$ cat src/rtl/iccm_arb_pkg.sv
// Shared definitions for the ICCM port arbiter.
//   - arb_state_e : ownership state of the single ICCM SRAM port
//   - OUTSTANDING_MAX / OCNT_W : sizing of the in-flight fetch read counter.
//     The counter is sized for the largest supported Outstanding value (3),
//     so one width serves every legal parameterisation.
package iccm_arb_pkg;

  typedef enum logic [1:0] {
    FETCH = 2'd0,  // fetch adapter owns the port
    DRAIN = 2'd1,  // waiting for in-flight fetch reads to return
    PROG  = 2'd2   // boot programmer owns the port
  } arb_state_e;

  localparam int OUTSTANDING_MAX = 3;
  localparam int OCNT_W          = $clog2(OUTSTANDING_MAX + 1);

endpackage

$ cat src/rtl/iccm_port_arbiter.sv
// ICCM port arbiter: shares the single ICCM SRAM port between the TL-UL SRAM
// adapter (fetch side, read/write) and the UART boot programmer (prog side,
// write-only) with a sequenced handover instead of a static mux.
//
// Ports
//   clk_i, rst_ni                 clock, asynchronous active-low reset
//   prog_mode_i                   programming requested (level)
//   prog_req_i/addr/wdata         programmer write request
//   prog_gnt_o                    programmer write accepted this cycle
//   fetch_req_i/we/addr/wdata/wmask  adapter request
//   fetch_gnt_o                   adapter request accepted
//   fetch_rdata_o/rvalid_o        read return to adapter (no added latency)
//   mem_req/we/addr/wdata/wmask_o SRAM request side
//   mem_rdata_i/rvalid_i          SRAM read return
//   prog_active_o                 high while the programmer owns the port
//   prog_cnt_o                    words written in current/last session
//   err_o                         sticky: read data returned with none in flight
module iccm_port_arbiter
  import iccm_arb_pkg::*;
#(
  parameter int AW          = 12,
  parameter int DW          = 32,
  parameter int Outstanding = 2,
  parameter int CntW        = 16
) (
  input  logic              clk_i,
  input  logic              rst_ni,
  input  logic              prog_mode_i,
  input  logic              prog_req_i,
  input  logic [AW-1:0]     prog_addr_i,
  input  logic [DW-1:0]     prog_wdata_i,
  output logic              prog_gnt_o,
  input  logic              fetch_req_i,
  input  logic              fetch_we_i,
  input  logic [AW-1:0]     fetch_addr_i,
  input  logic [DW-1:0]     fetch_wdata_i,
  input  logic [DW/8-1:0]   fetch_wmask_i,
  output logic              fetch_gnt_o,
  output logic [DW-1:0]     fetch_rdata_o,
  output logic              fetch_rvalid_o,
  output logic              mem_req_o,
  output logic              mem_we_o,
  output logic [AW-1:0]     mem_addr_o,
  output logic [DW-1:0]     mem_wdata_o,
  output logic [DW/8-1:0]   mem_wmask_o,
  input  logic [DW-1:0]     mem_rdata_i,
  input  logic              mem_rvalid_i,
  output logic              prog_active_o,
  output logic [CntW-1:0]   prog_cnt_o,
  output logic              err_o
);

  localparam int MW = DW / 8;
  localparam logic [OCNT_W-1:0] OCNT_LIMIT = OCNT_W'(Outstanding);
  localparam logic [OCNT_W-1:0] OCNT_ZERO  = {OCNT_W{1'b0}};
  localparam logic [OCNT_W-1:0] OCNT_ONE   = OCNT_W'(1);
  localparam logic [CntW-1:0]   PCNT_ONE   = CntW'(1);

  arb_state_e        state;
  arb_state_e        state_next;
  logic [OCNT_W-1:0] ocnt;
  logic [OCNT_W-1:0] ocnt_next;
  logic [CntW-1:0]   pcnt;
  logic              prog_active_q;
  logic              err_q;

  logic              fetch_gnt;
  logic              prog_gnt;
  logic              rd_grant;
  logic              rd_return;
  logic              slot_free;
  logic              prog_entry;

  // Grant decisions and read-return qualification.
  always_comb begin
    // A returning read frees its slot in the same cycle, so back-to-back
    // reads with single-cycle memory latency never stall.
    slot_free = (ocnt < OCNT_LIMIT) | mem_rvalid_i;
    // rst_ni gating keeps the whole memory side quiet while reset is held,
    // even though fetch_req_i may still be high.
    fetch_gnt = rst_ni & (state == FETCH) & ~prog_mode_i & fetch_req_i & slot_free;
    prog_gnt  = (state == PROG) & prog_req_i;
    rd_grant  = fetch_gnt & ~fetch_we_i;
    // A return with nothing in flight is an error and is never forwarded.
    rd_return = mem_rvalid_i & (ocnt != OCNT_ZERO);
  end

  // Outstanding read count: +1 per granted read, -1 per forwarded return.
  always_comb begin
    case ({rd_grant, rd_return})
      2'b10:   ocnt_next = ocnt + OCNT_ONE;
      2'b01:   ocnt_next = ocnt - OCNT_ONE;
      default: ocnt_next = ocnt;
    endcase
  end

  // FSM state register.
  always_ff @(posedge clk_i or negedge rst_ni) begin
    if (!rst_ni) begin
      state <= FETCH;
    end else begin
      state <= state_next;
    end
  end

  // FSM next-state logic.
  always_comb begin
    state_next = state;
    case (state)
      FETCH: begin
        if (prog_mode_i) begin
          if (ocnt == OCNT_ZERO) begin
            state_next = PROG;
          end else begin
            state_next = DRAIN;
          end
        end else begin
          state_next = FETCH;
        end
      end
      DRAIN: begin
        if (!prog_mode_i) begin
          state_next = FETCH;
        end else if (ocnt_next == OCNT_ZERO) begin
          state_next = PROG;
        end else begin
          state_next = DRAIN;
        end
      end
      PROG: begin
        if (!prog_mode_i) begin
          state_next = FETCH;
        end else begin
          state_next = PROG;
        end
      end
      default: state_next = FETCH;
    endcase
  end

  // FSM outputs: SRAM port mux, grants and read return.
  always_comb begin
    mem_req_o   = 1'b0;
    mem_we_o    = 1'b0;
    mem_addr_o  = {AW{1'b0}};
    mem_wdata_o = {DW{1'b0}};
    mem_wmask_o = {MW{1'b0}};
    if (fetch_gnt) begin
      mem_req_o   = 1'b1;
      mem_we_o    = fetch_we_i;
      mem_addr_o  = fetch_addr_i;
      mem_wdata_o = fetch_wdata_i;
      mem_wmask_o = fetch_wmask_i;
    end else if (prog_gnt) begin
      // Programmer writes are always full words.
      mem_req_o   = 1'b1;
      mem_we_o    = 1'b1;
      mem_addr_o  = prog_addr_i;
      mem_wdata_o = prog_wdata_i;
      mem_wmask_o = {MW{1'b1}};
    end else begin
      mem_req_o = 1'b0;
    end

    fetch_gnt_o    = fetch_gnt;
    prog_gnt_o     = prog_gnt;
    fetch_rvalid_o = rd_return;
    if (rd_return) begin
      fetch_rdata_o = mem_rdata_i;
    end else begin
      fetch_rdata_o = {DW{1'b0}};
    end
  end

  assign prog_entry = (state != PROG) & (state_next == PROG);

  // Outstanding read counter register; reset discards any in-flight read.
  always_ff @(posedge clk_i or negedge rst_ni) begin
    if (!rst_ni) begin
      ocnt <= OCNT_ZERO;
    end else begin
      ocnt <= ocnt_next;
    end
  end

  // Programmed-word counter: cleared on session entry, held after exit.
  always_ff @(posedge clk_i or negedge rst_ni) begin
    if (!rst_ni) begin
      pcnt <= {CntW{1'b0}};
    end else if (prog_entry) begin
      pcnt <= {CntW{1'b0}};
    end else if (prog_gnt) begin
      pcnt <= pcnt + PCNT_ONE;
    end else begin
      pcnt <= pcnt;
    end
  end

  // Registered status: programming-active flag and sticky return error.
  always_ff @(posedge clk_i or negedge rst_ni) begin
    if (!rst_ni) begin
      prog_active_q <= 1'b0;
      err_q         <= 1'b0;
    end else begin
      prog_active_q <= (state_next == PROG);
      err_q         <= err_q | (mem_rvalid_i & (ocnt == OCNT_ZERO));
    end
  end

  assign prog_active_o = prog_active_q;
  assign prog_cnt_o    = pcnt;
  assign err_o         = err_q;

endmodule

$ cat config.mk
export PLATFORM = sky130hd
export DESIGN_NAME = iccm_port_arbiter
export DESIGN_NICKNAME = d
export VERILOG_FILES = /design/src/rtl/iccm_arb_pkg.sv /design/src/rtl/iccm_port_arbiter.sv
export SDC_FILE = /design/constraint.sdc
export NUM_CORES = 1
export LEC_CHECK = 0
export CAP_MARGIN = 5
export CORE_AREA = 2 2 90 92
export DETAILED_ROUTE_END_ITERATION = 8
export DIE_AREA = 0 0 92 94
export HOLD_SLACK_MARGIN = 0.08
export PLACE_DENSITY = 0.84
export SYNTH_ARGS = -nofsm -noshare
export SYNTH_HDL_FRONTEND = slang
export SYNTH_SLANG_ARGS = --single-unit
$ cat constraint.sdc
create_clock -name clk_i -period 2.68 [get_ports clk_i]
set_input_delay 0.536 -clock clk_i [delete_from_list [all_inputs] [get_ports clk_i]]
set_output_delay 0.536 -clock clk_i [all_outputs]
set_load 0.03 [all_outputs]
==> results <==
## stage by stage
stage	setup slack (ps)	util [%]	hold slack [ps]	area, µm²	power [mW]
after floorplan	42.9	-	240	1850	1.35
final	79.0	56.5	469	4300	2.31
after global placement	22.1	54.6	438	4150	2.03
after CTS	49.1	55.3	478	4210	2.29
after global routing	-5.19	56.5	508	4300	2.44
after detailed placement	-30.8	54.6	459	4150	2.05
## per-layer routing
metal  routed length [µm]  global-route usage, %
met5                    0                      0
met4                  107                   3.73
met3                  745                   4.25
met2                 4600                   34.4
met1                 3000                   18.2
## cell type report
type	count	area [µm²]	share of cell area (%)
clock buffers	4	55.1	1.28
inverters	3	11.3	0.262
multi-input cells	168	1220	28.5
flip-flops and latches	22	551	12.8
well taps	102	128	2.97
repair buffers	247	2330	54.2
## power by group
part,switching [mW],total (mW),internal [mW]
clock network,0.104,0.235,0.131
registers,0.0683,0.451,0.383
logic,0.873,1.62,0.750
## cells in the final DEF, fill, tap and decap left out, drive strengths merged, types with 2 or more instances in the layout
cell type,count
clkdlybuf4s50,148
buf,97
a22o,44
and2,35
dfrtp,22
nor2,17
xnor2,11
a21o,6
clkbuf,6
nand2,5
nand4,5
xor2,4
nor4,4
nor3,4
nand2b,3
inv,3
nand3,3
a21oi,3
and3b,3
o21ai,3
a22oi,2
and4,2
or3,2
ha,2
or2,2
## synth_stat cells (all sizes together), types with 3 or more instances
cell type / number
a21o: 6
a21oi: 3
a22o: 44
and2: 35
and3b: 3
buf: 9
clkbuf: 7
dfrtp: 22
inv: 3
nand2: 5
nand2b: 3
nand3: 3
nand4: 5
nor2: 17
nor3: 4
nor4: 4
o21ai: 3
xnor2: 11
xor2: 4
## registers in the layout, indices dropped and copies added, names as in the netlist
| signal | flops |
|---|---|
| prog_active_o | 1 |
| err_o | 1 |
| state | 2 |
| ocnt | 2 |
| prog_cnt_o | 16 |
## critical path, cell delays in order
cell and delay, ps:
clkdlybuf4s50_1 510, o21ai_2 80, nor4_4 250, buf_6 200
buf_12 140, a22o_1 190, buf_6 150
## logic make-up after synthesis
group / count (synthesis)
DFF: 22
adders and majority gates: 2
AOI/OAI and AO/OA: 62
muxes: 1
and+or+nand+nor: 88
buffers and inverters: 19
xor gates and xnor gates: 15
## worst min-delay path by stage
stage / from / endpoint / slack [ps]
floorplan: rst_ni / err_o / 240
global placement: err_o / err_o / 440
detailed placement: err_o / err_o / 460
CTS: err_o / err_o / 480
global route: err_o / err_o / 510
finish: err_o / err_o / 470
==> impl_metrics.csv <==
group,metric,value,unit
worst_setup_path,arrival,2060,ps
worst_setup_path,crit_type,"input pin to primary output",
sta,relSlewSlack,77.7,%
clocking,ctsHoldBuffers,0,
synth,synthMuxAreaShare,0.542,%
clocking,htree_num_levels,1,
power,peakVddDrop,0.295,mV
worst_setup_path,rr_worst_depth,10,
clocking,cts-root-buf,"clkbuf_8",
synth,synth-simple-area-share,29.1,%
worst_setup_path,cp-startpoint,"mem_rvalid_i",
synth,synth_fa_ha_area_share,1.36,%
sta,clock_skew,7.98,ps
global_routing,grt_max_degree,56,
floorplanning,dieArea,8650,µm²
worst_setup_path,worstSetupEndpoint,"mem_addr_o[0]",
sta,worstMarginPinSlew,326,ps
synth,synth_cell_types,38,
power,power_leakage,1.93,nW
power,p_per_area,537,nW/µm²
floorplanning,fp-row-count,32,
synth,syn-num-nets,342,
worst_setup_path,cp-start-kind,"input pin",
synth,synth_enable_flop_cells,0,
synth,syn_avg_cell_area,8.83,µm²
route,vias,2579,
sta,tns,0,ps
worst_setup_path,required,2140,ps
route,first_pass_iters,4,
global_routing,grt-ovfl-total,0,
sta,slew_viol_final,0,
synth,yosys_most_used_dff,"dfrtp_1",
placed_design,gp_congestion,0.874,
floorplanning,ios,234,
placed_design,dpl.cell_count,539,
status,status,"finished, final reports clean",
worst_setup_path,ff2ff_setup_slack,480,ps
worst_setup_path,critPathCaptureType,"primary output",
synth,async_reset_ff_share,100,%
flow_run,max_cap_violations,0,
worst_setup_path,r2r-end,"prog_cnt_o[4]",
sta,timing.fmax,384,MHz
placed_design,port-buffer-count,233,
synth,synth-compound-area-share,27.5,%
synth,synth_xor_area_share,7.12,%
worst_setup_path,path_max_fanout,14,
clocking,postCtsSetupBuffers,0,
route,detail_route.wl_per_cell,15.5,µm
synth,synth_area_leader_cell,"dfrtp_1",
synth,syn_area,1850,µm²
global_routing,grt_pass1_vias,2475,
route,drt-initial-drc-count,88,
clocking,insertion_delay,260,ps
cells_and_area,fin_nets,578,
floorplanning,die_y,94,µm
cells_and_area,fillCellCount,683,
cells_and_area,area_growth_syn_to_layout,133,%
global_routing,antenna_found_initial,0,
synth,yosys-top-cells-area,"dfrtp_1, a22o_1, and2_1, xnor2_1, nor2_1",
floorplanning,fp.dieW,92,µm
clocking,cts_buffers,3,
clocking,cts.clk_slew.worst_paths,80,ps
worst_setup_path,reg2reg_from,"ocnt[1]",
cells_and_area,drive_above_1_share,25.0,%
floorplanning,core-area,7610,µm²
route,drc_errors,0,
worst_hold_path,worstHoldPathCells,1,
floorplanning,initial_core_util,24.3,%
synth,synth_top_family_by_area,"simple AND/OR/NAND/NOR gates",
global_routing,grt_pass1_wl,12100,µm
synth,synth-seq-cells,22,
route,vias_per_cell,4.72,
worst_hold_path,min_path_type,"register to register",
sta,hold_violations,0,
cells_and_area,num_antenna_cells,0,
sta,min_period,2600,ps
cells_and_area,instances_no_fill,546,
synth,yosysWarnings,0,
clocking,ctsResizeCount,0,
sta,finalSetupViolCount,0,
clocking,cts_sinks,22,
synth,yosysSeqAreaShare,29.8,%
synth,yosys.area.top_type_share,29.8,%
clocking,cts_tree,"done",
placed_design,hpwlAfterDp,6820,µm
route,ant_nets,0,
clocking,cts_max_path_buffers,2,
route,wirelength,8460,µm
global_routing,grtUsageTotal,17.3,%
sta,period_share,97.1,%
synth,postSynthCellCount,209,
(Power assumes the default switching activity.)
